[src/rtl/counter_seq_ctrl.sv]
// Programmable interval timer: WIDTH-bit up-counter advanced by a prescaler,
// sequenced through idle/run/pause/done with host config and status pulses.
//
//   state    | meaning
//   ---------+---------------------------------------------------------------
//   ST_IDLE  | stopped after reset or abort; q=0, config writes accepted
//   ST_RUN   | counting; q advances once every (prescale+1) cycles
//   ST_PAUSE | frozen; q and prescaler held until resume or abort
//   ST_DONE  | one-shot reached limit; q holds limit, config writes accepted
module counter_seq_ctrl #(
  parameter int WIDTH = 5,
  parameter int PRE_W = 4
) (
  input  logic             clk,
  input  logic             clr,
  input  logic             cfg_wr,
  input  logic [WIDTH-1:0] cfg_limit,
  input  logic [PRE_W-1:0] cfg_prescale,
  input  logic             cfg_mode,
  input  logic             start,
  input  logic             stop,
  output logic [WIDTH-1:0] q,
  output logic             tc,
  output logic             busy,
  output logic             done,
  output logic             cfg_err
);

  typedef enum logic [1:0] {
    ST_IDLE  = 2'd0,
    ST_RUN   = 2'd1,
    ST_PAUSE = 2'd2,
    ST_DONE  = 2'd3
  } state_t;

  state_t           state_q, state_d;
  logic [WIDTH-1:0] q_q, q_d;
  logic [PRE_W-1:0] pc_q, pc_d;

  // Host-visible config and the copy frozen at start; a same-edge write
  // therefore only affects the following start.
  logic [WIDTH-1:0] cfg_limit_q, cfg_limit_d;
  logic [PRE_W-1:0] cfg_pre_q, cfg_pre_d;
  logic             cfg_mode_q, cfg_mode_d;
  logic [WIDTH-1:0] run_limit_q, run_limit_d;
  logic [PRE_W-1:0] run_pre_q, run_pre_d;
  logic             run_mode_q, run_mode_d;

  logic tc_q, tc_d;
  logic busy_q, busy_d;
  logic done_q, done_d;
  logic cfg_err_q, cfg_err_d;

  logic cfg_open;
  logic tick;

  always_comb begin
    state_d     = state_q;
    q_d         = q_q;
    pc_d        = pc_q;
    cfg_limit_d = cfg_limit_q;
    cfg_pre_d   = cfg_pre_q;
    cfg_mode_d  = cfg_mode_q;
    run_limit_d = run_limit_q;
    run_pre_d   = run_pre_q;
    run_mode_d  = run_mode_q;
    tc_d        = 1'b0;
    cfg_err_d   = 1'b0;
    tick        = 1'b0;
    cfg_open    = (state_q == ST_IDLE) || (state_q == ST_DONE);

    if (cfg_wr) begin
      if (cfg_open) begin
        cfg_limit_d = cfg_limit;
        cfg_pre_d   = cfg_prescale;
        cfg_mode_d  = cfg_mode;
      end else begin
        cfg_err_d = 1'b1;
      end
    end

    case (state_q)
      ST_IDLE, ST_DONE: begin
        if (start) begin
          run_limit_d = cfg_limit_q;
          run_pre_d   = cfg_pre_q;
          run_mode_d  = cfg_mode_q;
          q_d         = '0;
          pc_d        = '0;
          if (cfg_limit_q == '0) begin
            state_d = ST_DONE;
            tc_d    = 1'b1;
          end else begin
            state_d = ST_RUN;
          end
        end
      end

      ST_RUN: begin
        if (stop) begin
          state_d = ST_PAUSE;
        end else begin
          if (pc_q == run_pre_q) begin
            pc_d = '0;
            tick = 1'b1;
          end else begin
            pc_d = pc_q + 1'b1;
          end
          // q saturates at limit: one-shot parks there, auto-reload restarts at 0
          if (tick) begin
            if (q_q != run_limit_q) begin
              q_d = q_q + 1'b1;
            end else begin
              tc_d = 1'b1;
              if (run_mode_q) begin
                q_d = '0;
              end else begin
                state_d = ST_DONE;
              end
            end
          end
        end
      end

      ST_PAUSE: begin
        if (stop) begin
          state_d = ST_IDLE;
          q_d     = '0;
          pc_d    = '0;
        end else if (start) begin
          state_d = ST_RUN;
        end
      end

      default: begin
        state_d = ST_IDLE;
        q_d     = '0;
        pc_d    = '0;
      end
    endcase

    busy_d = (state_d == ST_RUN) || (state_d == ST_PAUSE);
    done_d = (state_d == ST_DONE);
  end

  always_ff @(posedge clk or negedge clr) begin
    if (!clr) begin
      state_q     <= ST_IDLE;
      q_q         <= '0;
      pc_q        <= '0;
      cfg_limit_q <= '1;
      cfg_pre_q   <= '0;
      cfg_mode_q  <= 1'b0;
      run_limit_q <= '1;
      run_pre_q   <= '0;
      run_mode_q  <= 1'b0;
      tc_q        <= 1'b0;
      busy_q      <= 1'b0;
      done_q      <= 1'b0;
      cfg_err_q   <= 1'b0;
    end else begin
      state_q     <= state_d;
      q_q         <= q_d;
      pc_q        <= pc_d;
      cfg_limit_q <= cfg_limit_d;
      cfg_pre_q   <= cfg_pre_d;
      cfg_mode_q  <= cfg_mode_d;
      run_limit_q <= run_limit_d;
      run_pre_q   <= run_pre_d;
      run_mode_q  <= run_mode_d;
      tc_q        <= tc_d;
      busy_q      <= busy_d;
      done_q      <= done_d;
      cfg_err_q   <= cfg_err_d;
    end
  end

  assign q       = q_q;
  assign tc      = tc_q;
  assign busy    = busy_q;
  assign done    = done_q;
  assign cfg_err = cfg_err_q;

endmodule
[config.mk]
export PLATFORM = sky130hd
export DESIGN_NAME = counter_seq_ctrl
export DESIGN_NICKNAME = d
export VERILOG_FILES = /design/src/rtl/counter_seq_ctrl.sv
export SDC_FILE = /design/constraint.sdc
export NUM_CORES = 1
export LEC_CHECK = 0
export CAP_MARGIN = 20
export CORE_UTILIZATION = 40
export CTS_CLUSTER_SIZE = 25
export DETAILED_ROUTE_END_ITERATION = 16
export PLACE_DENSITY = 0.65
export SLEW_MARGIN = 40
export SYNTH_ARGS = -nofsm -noshare
export SYNTH_HDL_FRONTEND = slang
export SYNTH_SLANG_ARGS = --single-unit
[constraint.sdc]
create_clock -name clk -period 5.6 [get_ports clk]
set_input_delay 1.12 -clock clk [delete_from_list [all_inputs] [get_ports clk]]
set_output_delay 1.12 -clock clk [all_outputs]
set_load 0.02 [all_outputs]
Word level (Yosys, flattened, before mapping):

Index checks and enable logic that the tools add are counted.

* add/subtract/negate cells: 2
* eq/ne operators: 13
* mux-type cells: 32
* reductions and logical operators: 9

Operator list (count)
* 5-bit two-way mux: 6
* 2-bit two-way mux: 8
* 4-bit two-way mux: 4
* 5-bit one-hot mux with 3 select lines: 1
* 4-bit one-hot mux with 3 select lines: 1
* 1-bit two-way mux: 10
* 2-bit == test (second input constant): 4
* 2-bit inequality test (second input constant): 4
* 2-bit one-hot mux with 3 select lines: 1
* 5-bit by 1-bit adder with 5-bit output (second input constant): 1
* 5-bit logical NOT: 1
* 5-bit inequality test: 1
* 5-bit AND reduction: 1
* 4-bit by 1-bit adder with 4-bit output (second input constant): 1
* 2-bit by 1-bit == test with 1-bit output (second input constant): 2
* 4-bit == test: 1
* 2-bit AND reduction: 2
* 3-bit inequality test (second input constant): 1
* 3-bit AND reduction: 1
* 2-bit logical NOT: 1
* 1-bit logical OR: 2
* 1-bit one-hot mux with 2 select lines: 1
* 2-bit OR reduction: 1

* flip-flop bits (word level): 35
* input bits: 15
* output and inout bits: 9
* word-level logic and storage cells: 69

Depth between registers and ports, before layout:

Gate-level depths: netlist of run 1.

* depth in word-level cells: 9
* gate-level depth with buffers: 8
* depth with buffers taken out: 7

Worst setup path before layout of run 1:

OpenSTA, ideal clock, no wires.

* path type: input to register
* start point: input start
* end point: register q_q[3], in the netlist q[3]
* setup time: 0.069 ns
* arrival time: 2.052 ns
* data required time: 5.531 ns
* path slack: 3.479 ns
* stages on the path: 5
* buffers on the path: 0
* path through: nand2b_1 -> and3_1 -> nand3_2 -> or4_1 -> nand3_1

* longest elaborated chain between the ends: 2

Ends and longest elaborated chain
* start: declaration: RTL line 20 `input logic start,`
* 2-bit inequality test (no line)
* 5-bit AND reduction (no line)
* end signal: assignment: RTL line 163 `q_q <= q_d;`
* end: declaration: RTL line 37 `logic [WIDTH-1:0] q_q, q_d;`

No other way between the ends.
A chain may end at the register's enable or synchronous reset.

Final worst setup path of run 1:

* start point: input stop
* end point: register q_q[1], in the netlist q[1]

* longest elaborated chain between the ends: 2
* elaborated cells on any way between the ends: 3
* classes of those cells: eq/ne: 2; reduce/logical: 1

Ends and longest elaborated chain
* start: declaration: RTL line 21 `input logic stop,`
* 2-bit inequality test (no line)
* 5-bit AND reduction (no line) (*)

Every way passes the cells marked *; elsewhere a longest branch is shown, timed or not.

==> results.yml, run 1 <==
floorplan:
  start_util_pct: 42.0
  dieWidth_um: 67.3
  core_um2: 4060
  die_height_um: 67.3
  num_rows: 23
  die-area_um2: 4530
  io_pins: 24
sta:
  period_minus_slack_ns: 2.55
  worst_pin_slew_ns: 0.463
  final-setup-viol-count: 0
  setup_tns_ns: 0
  hold_viol: 0
  max_freq_mhz: 393
  hold-worst-slack_ns: 0.509
  drv_slew: 0
  setup_ws_ns: 3.05
  rsz0062_at_grt: "no"
  slew_headroom_pct: 68.9
  period_share_pct: 45.5
  fin_skew_ns: 0.00997
route:
  drc: 0
  antenna_left: 0
  drtIter0Drc: 95
  wl_per_cell_um: 13.9
  dr_total_vias: 1208
  wl_um: 3130
  post_drt_via_cell_ratio: 5.37
  firstDrtPassIters: 4
setup_path:
  max_stage_delay_ns: 0.57
  crit_fanout: 7
  startpoint_type: "input port"
  critPathArrivalTime_ns: 2.72
  worstRegToRegCells: 6
  crit_family: "compound AO/OA/AOI/OAI gates"
  required_ns: 5.78
  critical_path_class: "in -> reg"
  endpoint_kind: "flop"
  slowest_stage: "clkdlybuf4s50_1"
  r2r_slack_ns: 3.55
  path_buf_inv: 1
  crit_chain: "clkdlybuf4s50_1 -> nand2b_1 -> and3_1 -> o21a_1 -> o31ai_1 -> a22o_1"
  cp.depth: 6
global_route:
  grt_max_degree: 36
  gr-total-overflow: 0
  track_usage_pct: 16.2
  antenna_found_initial: 0
  first_global_vias: 1129
  grt_first_pass_wirelength_um: 5350
finish:
  num_antenna_cells: 0
  layout.nets: 194
  nFillCells: 351
  area_delta_synth_final_pct: 22.1
  fin_area_um2: 2080
  drive_gt1_share_pct: 25.1
clock_network:
  cts_tree: "yes"
  numCtsBuffers: 5
  clk_latency_ns: 0.28
  post_cts_buffers: 0
  ctsResizeCount: 0
  cts-root-buf: "clkbuf_8"
  cts_sinks: 35
  hold_buffers: 0
  h-tree-depth: 2
  cts.clk_slew.worst_paths_ns: 0.07
  cts.path.max_buffers: 2
synthesis:
  ys.flop_type: "dfrtp_1"
  ys_async_sr_fraction_pct: 100
  synth_cell_types: 33
  synth-seq-cells: 35
  syn_inst: 145
  yosysSeqAreaShare_pct: 52.1
  synth-edff-count: 0
  synthTopCellsByArea: "dfrtp_1 (37%), dfstp_2 (15%), mux2_2 (14%), ha_1 (3.7%), xor2_1 (3.6%)"
  synth_area_um2: 1700
  yosysTopAreaCell: "dfrtp_1"
  synth_nets: 165
  yosysWarnings: 0
  syn_area_per_cell_um2: 11.8
  synth.top_cell.area_share_pct: 36.7
power:
  leakage_nw: 0.894
  power.density_nw_per_um2: 520
  internal_power_w: 0.000690
  pwr-share-comb_pct: 40.8
  seqPwrFrac_pct: 43.4
  vdd_ir_drop_max_v: 0.000218
  clockPowerShare_pct: 15.9
  p_sw_w: 0.000393
  swShare_pct: 36.3
placement:
  portBuffers: 23
  dpl.hpwl_um: 2400
  post_dp_cell_area_um2: 2000
  gp_congestion: 0.854
  place_ws_ns: 2.78
job:
  maxCapViolations: 0
min_path:
  hp-class: "reg -> reg"
  holdPathStages: 1
outcome:
  outcome: "completed"
[state kept, by name (all words and copies together), names as in the netlist, 2 cells and up]
register / count
run_limit_q: 5
state_q: 2
cfg_limit_q: 5
cfg_pre_q: 4
pc_q: 4
run_pre_q: 4
q: 5
[power by group through the flow]
stage	Clock, W	Combinational [W]	Sequential (W)
floorplan	0	0.000312	0.000471
global placement	0	0.000428	0.000471
global route	0.000196	0.000488	0.000486
finish	0.000172	0.000442	0.000469
CTS	0.000177	0.000444	0.000472
detailed placement	0	0.000444	0.000476
[through the flow]
stage,std cells,power (W),util [%]
global route,225,0.00117,51.3
detailed placement,217,0.000920,49.2
CTS,225,0.00109,51.3
finish,225,0.00108,51.3
floorplan,145,0.000783,-
global placement,217,0.000899,49.2
[cells in the mapped netlist (2+ instances only)]
cell,instances
nand2_1,12
nand2b_1,3
dfrtp_1,25
clkbuf_1,2
nor2_1,9
xor2_1,7
o21ai_0,4
o211ai_1,4
nand4_1,4
dfstp_2,10
and3_1,3
inv_1,5
mux2_2,21
a22o_1,2
nor3_1,3
ha_1,5
nand3_1,6
or4_1,2
xnor2_1,4
[kinds of logic after synthesis]
family	Yosys count	share of synthesized area, %
compound gates	18	7.86
xor+xnor	11	5.65
fa+ha+maj	5	3.67
buf+inv	7	1.54
flops	35	52.1
mux	21	13.9
simple gates	48	15.3
[final cells by class]
cell class	instances	area [um^2]	area share [%]
clock buffer	5	68.8	3.31
clock inverter	3	15.0	0.722
inverter	5	18.8	0.902
multi-input combinational	103	790	37.9
sequential	35	888	42.7
tap	50	62.6	3.01
timing repair buffer	24	238	11.4
[path summary, 6_finish.rpt]
check / start / endpoint
setup / recovery: stop / q[1]
hold / removal: cfg_pre_q[3] / cfg_pre_q[3]
setup reg to reg: q[0] / busy
hold reg to reg: cfg_pre_q[3] / cfg_pre_q[3]
max in group asynchronous: clr / run_limit_q[3]
min in group asynchronous: clr / state_q[0]
[metal layers]
| metal | GRT usage (%) | vias to the layer above | share of wire (%) |
|---|---|---|---|
| met5 | 0 | - | 0 |
| met4 | 7.18 | 0 | 0.80 |
| met3 | 5.07 | 2 | 4.8 |
| met2 | 24.8 | 38 | 48 |
| met1 | 20.8 | 591 | 46 |
| li1 | - | 577 | - |
[cells in the final DEF (no fill, tap or decap), drive strengths merged]
cell type / count
a211o: 1
o311ai: 1
dfrtp: 25
mux2: 21
inv: 5
nand3: 7
ha: 5
clkbuf: 5
nor2b: 1
xnor2: 4
o21ai: 4
buf: 1
and2: 1
a21oi: 1
or4: 2
a41oi: 1
clkinv: 3
a22o: 3
dfstp: 10
o211ai: 4
nand2: 12
nor4: 1
nand2b: 3
nor3: 3
o21a: 1
or2: 1
nand4: 4
o31ai: 1
a32o: 1
xor2: 7
and3: 3
nand4b: 1
clkdlybuf4s50: 23
nor2: 9
(Power assumes the default switching activity.)
==> run 2, diff against run 1 <==
Clock period 5.6 ns to 2.6 ns, I/O delays scaled along.
==> run 2 against run 1 <==
Total power rose by 120%; worst hold slack got worse by 0.0013 ns; sequential power grew 120%; clock skew is 0.0033 ns lower; worst setup slack worse by 2.4 ns; via count shrank 0.99%; utilization rose by 0.37 points; clock power is 120% higher; critical endpoint is now busy; largest power group unchanged; highest routed layer unchanged.
==> results.yml, run 2 (same netlist as run 1, synthesis figures left out) <==
outcome:
  outcome: "completed"
clock_network:
  hold_buffers: 0
  numCtsBuffers: 5
  cts.clk_slew.worst_paths_ns: 0.07
  clk_latency_ns: 0.27
  h-tree-depth: 2
  cts.path.max_buffers: 2
  post_cts_buffers: 0
  ctsResizeCount: 0
  cts-root-buf: "clkbuf_8"
  cts_sinks: 35
  cts_tree: "yes"
min_path:
  hold_start: "cfg_pre_q[3]"
  hp-class: "reg -> reg"
placement:
  gp_congestion: 0.873
  portBuffers: 23
  dpl.hpwl_um: 2380
route:
  drc: 0
  drtIter0Drc: 80
  antenna_left: 0
  dr_total_vias: 1196
  wl_um: 3090
  post_drt_via_cell_ratio: 5.29
  wl_per_cell_um: 13.7
  firstDrtPassIters: 4
finish:
  nFillCells: 357
  layout_common_cells: "dfrtp_1 (25), clkdlybuf4s50_1 (23), mux2_2 (21)"
  layout.nets: 195
  num_antenna_cells: 0
  drive_gt1_share_pct: 25.0
  area_delta_synth_final_pct: 23.0
  layout_commonest_cell: "dfrtp_1"
  fin_util_pct: 51.6
floorplan:
  num_rows: 23
  dieWidth_um: 67.3
  io_pins: 24
  start_util_pct: 42.0
  die_height_um: 67.3
  die-area_um2: 4530
  core_um2: 4060
setup_path:
  crit_family: "simple AND/OR/NAND/NOR gates"
  max_stage_delay_ns: 0.45
  required_ns: 2.75
  critical_path_class: "reg -> reg"
  path_buf_inv: 0
  crit_chain: "xor2_1 -> or2_2 -> nor2_1 -> nand4_1 -> o21ai_0 -> ha_1"
  slowest_stage: "dfrtp_1"
  endpoint_kind: "flop"
  startpoint: "q[0]"
  crit_fanout: 6
  r2r-start: "q[0]"
  critPathArrivalTime_ns: 2.14
  startpoint_type: "flop"
  r2r_slack_ns: 0.61
sta:
  final-setup-viol-count: 0
  fin_skew_ns: 0.00666
  max_freq_mhz: 503
  setup_tns_ns: 0
  hold_viol: 0
  period_minus_slack_ns: 1.99
  drv_slew: 0
  rsz0062_at_grt: "no"
  slew_headroom_pct: 69.1
  period_share_pct: 76.5
  worst_pin_slew_ns: 0.460
global_route:
  gr-total-overflow: 0
  grt_first_pass_wirelength_um: 5300
  grt_max_degree: 36
  first_global_vias: 1155
  track_usage_pct: 16.0
  antenna_found_initial: 0
power:
  power.density_nw_per_um2: 1120
  power_w: 0.00235
  vdd_ir_drop_max_v: 0.000442
  leakage_nw: 0.899
job:
  maxCapViolations: 0
-- run 2: cell types whose count changed in the layout (fill, tap and decap cells not counted), sizes merged --
cell / previous run / this run
clkbuf: 5 / 7
clkinv: 3 / 1
buf: 1 / 2
-- run 2: cell type report --
class                      count  area (um^2)  area share, %
sequential                    35          888           42.4
multi-input combinational    103          790           37.7
timing repair buffer          25          245           11.7
clock buffer                   7         86.3           4.12
tap                           50         62.6           2.99
inverter                       5         18.8          0.896
clock inverter                 1         5.00          0.239
-- run 2: path summary, 6_finish.rpt --
| path | endpoint | cells past startpoint |
|---|---|---|
| setup / recovery | busy | 6 |
| hold / removal | cfg_pre_q[3] | 1 |
| setup reg to reg | busy | 6 |
| hold reg to reg | cfg_pre_q[3] | 1 |
| max in group asynchronous | cfg_limit_q[0] | 2 |
| min in group asynchronous | cfg_err | 2 |
-- run 2: stage by stage --
stage	worst slack [ns]	hold slack [ns]	std cells	instance area [um^2]
floorplan	0.725	0.224	145	1700
global placement	0.430	0.491	218	2000
detailed placement	0.361	0.494	218	2000
CTS	0.604	0.510	226	2100
global route	0.493	0.523	226	2100
finish	0.610	0.508	226	2100
-- run 2: power breakdown --
group	internal, W	switching (W)	leakage [nW]
Combinational	0.000478	0.000482	0.426
Sequential	0.000833	0.000177	0.425
Clock	0.000213	0.000170	0.0482
-- run 2: worst reg2reg max path: cells and delay by family, from the launching register on --
kind                       cells  cell delay [ns]
adders and majority gates      1             0.27
AOI/OAI and AO/OA              1             0.27
and+or+nand+nor                3             0.70
DFF                            1             0.45
xor gates and xnor gates       1             0.19
-- run 2: routing by layer --
layer	track usage [%]	routed length [um]	up-vias
li1	-	-	579
met1	20.3	1370	578
met2	26.3	1510	34
met3	3.55	168	5
met4	6.65	36	0
met5	0	0	-
==> run 3, diff against run 2 <==
Clock period 2.6 ns to 1.95 ns, I/O delays scaled along.
==> run 3 against run 2 <==
Total power rose by 44%; register-to-register slack got worse by 0.49 ns; via count up 4.1%; cell count increased by 4.9%; clock-buffer cell count is 2 lower; flip-flop and latch count unchanged; worst setup slack lost 0.49 ns; critical endpoint unchanged.
==> results.yml, run 3 (same netlist as run 1, synthesis figures left out) <==
route:
  post_drt_via_cell_ratio: 5.25
  drc: 0
  dr_total_vias: 1245
  drtIter0Drc: 57
  antenna_left: 0
  firstDrtPassIters: 4
  wl_um: 3280
  wl_per_cell_um: 13.8
power:
  power.density_nw_per_um2: 1540
  seqPwrFrac_pct: 39.2
  p_sw_w: 0.00117
  internal_power_w: 0.00223
  clockPowerShare_pct: 18.8
  swShare_pct: 34.4
  vdd_ir_drop_max_v: 0.000681
  power_w: 0.00340
  pwr-share-comb_pct: 42.0
  leakage_nw: 0.963
sta:
  rsz0062_at_grt: "no"
  hold-worst-slack_ns: 0.500
  max_freq_mhz: 546
  drv_slew: 0
  period_minus_slack_ns: 1.83
  period_share_pct: 93.9
  slew_headroom_pct: 71.7
  final-setup-viol-count: 0
  worst_pin_slew_ns: 0.424
  fin_skew_ns: 0.00823
  hold_viol: 0
global_route:
  first_global_vias: 1215
  grt_max_degree: 36
  gr-total-overflow: 0
  grt_first_pass_wirelength_um: 5550
  antenna_found_initial: 0
  track_usage_pct: 17.3
clock_network:
  cts_tree: "yes"
  post_cts_buffers: 0
  cts.path.max_buffers: 2
  cts.clk_slew.worst_paths_ns: 0.07
  clk_latency_ns: 0.29
  numCtsBuffers: 5
  cts-root-buf: "clkbuf_8"
  cts_sinks: 35
  h-tree-depth: 2
job:
  maxCapViolations: 0
finish:
  area_delta_synth_final_pct: 29.5
  drive_gt1_share_pct: 31.0
  fin_util_pct: 54.4
  layout_common_cells: "dfrtp_1 (25), clkdlybuf4s50_1 (23), mux2_2 (21)"
  layout.nets: 206
  layout_commonest_cell: "dfrtp_1"
  num_antenna_cells: 0
  nFillCells: 344
setup_path:
  r2r_slack_ns: 0.12
  crit_chain: "xor2_1 -> or2_2 -> nor2_1 -> nand4_1 -> o21ai_1 -> ha_1"
  startpoint_type: "flop"
  r2r-start: "run_limit_q[4]"
  critical_path_class: "reg -> reg"
  max_stage_delay_ns: 0.54
  worstRegToRegCells: 6
  crit_fanout: 3
  reg2reg_to: "busy"
  slowest_stage: "dfstp_2"
  required_ns: 2.13
  critPathArrivalTime_ns: 2.01
  endpoint_kind: "flop"
placement:
  dpl.hpwl_um: 2500
  gp_congestion: 0.880
  portBuffers: 23
floorplan:
  io_pins: 24
  num_rows: 23
  start_util_pct: 42.0
  die_height_um: 67.3
  core_um2: 4060
  die-area_um2: 4530
  dieWidth_um: 67.3
min_path:
  hp-class: "in -> async"
outcome:
  outcome: "completed"
## run 3: per-stage QoR
step	cells	instance area [um^2]	setup TNS (ns)	worst slack [ns]
final	237	2210	0	0.118
after global placement	229	2090	0	0.0218
after CTS	237	2200	0	0.0177
after global routing	237	2210	0	0.000739
after floorplan	145	1700	0	0.0748
after detailed placement	229	2090	-0.0283	-0.0283
## run 3: final cells by class
class / instances / area, um^2 / share of cell area, %
flip-flops and latches: 35 / 888 / 40.2
multi-input cells: 103 / 797 / 36.1
repair buffers: 36 / 328 / 14.9
clock buffers: 5 / 68.8 / 3.12
well taps: 50 / 62.6 / 2.83
clock inverters: 3 / 43.8 / 1.98
inverters: 5 / 18.8 / 0.850
## run 3: what timing repair did
item / 4_1_cts / 5_1_grt
setup endpoints to repair: 0 / 5
gates resized for setup: 0 / 5
hold endpoints to repair: 0 / 0
hold buffers: 0 / 0
## run 3: critical path, delay by kind of cell (launching register included)
kind / cells / cell delay (ns)
DFF: 1 / 0.54
xor gates and xnor gates: 1 / 0.07
AOI/OAI and AO/OA: 1 / 0.23
adders and majority gates: 1 / 0.26
and+or+nand+nor: 3 / 0.62
## run 3: power groups by stage
stage	clock network [W]	registers (W)	logic [W]
after floorplan	0	0.00135	0.000896
after global placement	0	0.00134	0.00136
after detailed placement	0	0.00135	0.00141
after CTS	0.000667	0.00134	0.00142
after global routing	0.000707	0.00138	0.00158
final	0.000641	0.00133	0.00143
## run 3: worst max-delay path by stage
stage	from	slack (ns)	endpoint	cells after the start
6_report	run_limit_q[4]	0.12	busy	6
5_1_grt	run_limit_q[4]	0.0007	busy	6
4_1_cts	run_limit_q[4]	0.02	busy	6
3_5_place_dp	stop	-0.03	q[3]	6
3_3_place_gp	stop	0.02	q[3]	6
2_1_floorplan	q[0]	0.07	busy	6
## run 3: per-layer routing
layer  global-route usage, %  up-vias  share of wire, %  wire length (um)
met1                    20.5      590                42              1390
met4                    8.51        0               2.1                68
li1                        -      605                 -                 -
met5                       0        -                 0                 0
met3                    5.24        9               5.7               186
met2                    28.2       41                50              1640
==> RTL edit, RTL diff (flow settings as in run 2) <==
The 4 states of `state_t` get a Gray code encoding in 2 bits.
--- a/src/rtl/counter_seq_ctrl.sv
+++ b/src/rtl/counter_seq_ctrl.sv
@@ -28,8 +28,8 @@
 
   typedef enum logic [1:0] {
-    ST_IDLE  = 2'd0,
-    ST_RUN   = 2'd1,
-    ST_PAUSE = 2'd2,
-    ST_DONE  = 2'd3
+    ST_IDLE  = 2'b00,
+    ST_RUN   = 2'b01,
+    ST_PAUSE = 2'b11,
+    ST_DONE  = 2'b10
   } state_t;
 
Check against the original RTL: same outputs for any inputs over 10 cycles, from zero or initial values; not proved beyond that.
==> RTL edit against run 2 <==
- synthesized area decreased by 1.0%
- power grew 13%
- largest power group is now combinational logic
- highest routed layer unchanged
- synthesized cell count down 5.5%
- fmax is 3.5% lower
- sequential cell count shrank 1
- cell area decreased by 0.24%
- clock skew rose by 2.4 ps
- wire length up 1.0%
- setup slack lost 72 ps
==> RTL edit: results (changes against run 2) <==
Layout
  – Non-clock buffers: 26 (was 25)
  – NonClk Buf Share: 12.09% (was 11.70%)
  – Seq area share: 41.29% (was 42.39%)
  – Storage cell area: 863.3 µm² (was 888.4 µm²)
  – Inverters: 3 (was 5)
  – Layout Nets: 182 (was 195)
  – Fillcell total: 359 (was 357)
  – Clk cell area share: 5.206% (was 4.358%)
  – Multi-input gate area: 792.0 µm² (was 789.5 µm²)

Placed design
  – Placed insts: 208 (was 218)
  – Dpl ws: 413.6 ps (was 361.0 ps)
  – DPL Wire Length: 2.393 mm (was 2.375 mm)

Detailed routing
  – DR vias: 1142 (was 1196)
  – Drt total wl: 3.119 mm (was 3.087 mm)
  – Vias per inst: 5.287 (was 5.292)
  – Drt initial violations: 44 (was 80)

Logic synthesis
  – Post-synthesis compound-gate area fraction: 11.94% (was 7.856%)
  – Multiplexer share of the synthesized area: 14.54% (was 13.88%)
  – Top cells by area, synth: dfrtp_1 (36%), dfstp_2 (16%), mux2_2 (13%), xnor2_1 (3.1%), xor2_1 (3.1%) (was dfrtp_1 (37%), dfstp_2 (15%), mux2_2 (14%), ha_1 (3.7%), xor2_1 (3.6%))
  – Synth unique cells: 42 (was 33)
  – Sequential fraction of the synthesis area: 51.19% (was 52.13%)
  – Syn_nets: 154 (was 165)
  – Post-synthesis xor/xnor area fraction: 6.231% (was 5.653%)
  – Synth top cells by count: dfrtp_1 (24), mux2_2 (20), dfstp_2 (10), nand2_1 (8) (was dfrtp_1 (25), mux2_2 (21), nand2_1 (12), dfstp_2 (10), nor2_1 (9))
  – Syn Inst Count: 137 (was 145)
  – Post-Synth Adder-Cell Area: 1.484% (was 3.671%)

Critical path
  – CP delay by family, top: buffers and inverters (was simple AND/OR/NAND/NOR gates)
  – Arrival time at the worst endpoint: 1540 ps (was 2140 ps)
  – CP peak stage delay: 680 ps (was 450 ps)
  – Worst path slowest cell: clkdlybuf4s50_1 (was dfrtp_1)
  – Critical Path Fanout Max: 12 (was 6)
  – CP startpoint: state_q[0] (was q[0])
  – Critical R2R Launch: pc_q[2] (was q[0])

Timing
  – Tmin final: 2062 ps (was 1990 ps)
  – Final hold slack: 505.7 ps (was 507.7 ps)
  – Relative slew slack: 72.54% (was 69.10%)
  – Skew final: 9.030 ps (was 6.657 ps)

Min path
  – Hold path start: cfg_pre_q[1] (was cfg_pre_q[3])

Power
  – Maximum VDD drop: 0.4704 mV (was 0.4422 mV)
  – Pleak: 0.8602 nW (was 0.8993 nW)

Global route
  – Global-route wire length before repair: 5.306 mm (was 5.299 mm)
  – Vias in the first global route: 1160 (was 1155)
  – Largest net degree at the start of global routing: 35 (was 36)
  – GRT Util Overall: 16.41% (was 16.02%)

Status
  – Status: complete, no violations (unchanged)
RTL edit: changes by cell type after synthesis, moves of 2 or more:
cell	delta
a21o_1	+2
and3_1	-3
clkbuf_1	+2
ha_1	-3
inv_1	-2
mux2i_1	+2
nand2_1	-4
nand3_1	-4
nand4_1	-3
nor2_1	-6
o211ai_1	+2
xnor2_1	+2
RTL edit: routing by layer:
layer / wire, µm / part of all wire [%] / vias up / track usage, %
met5: 0 / 0 / - / 0
met4: 44 / 1.4 / 0 / 8.511
met3: 131 / 4.2 / 5 / 3.596
met2: 1554 / 50 / 32 / 26.26
met1: 1388 / 45 / 550 / 20.54
li1: - / - / 555 / -
RTL edit: power breakdown:
group | leakage (nW) | switching (mW) | internal (mW)
combinational | 0.399 | 0.560 | 0.573
clock | 0.0579 | 0.184 | 0.282
sequential | 0.404 | 0.236 | 0.832
total | 0.860 | 0.980 | 1.69
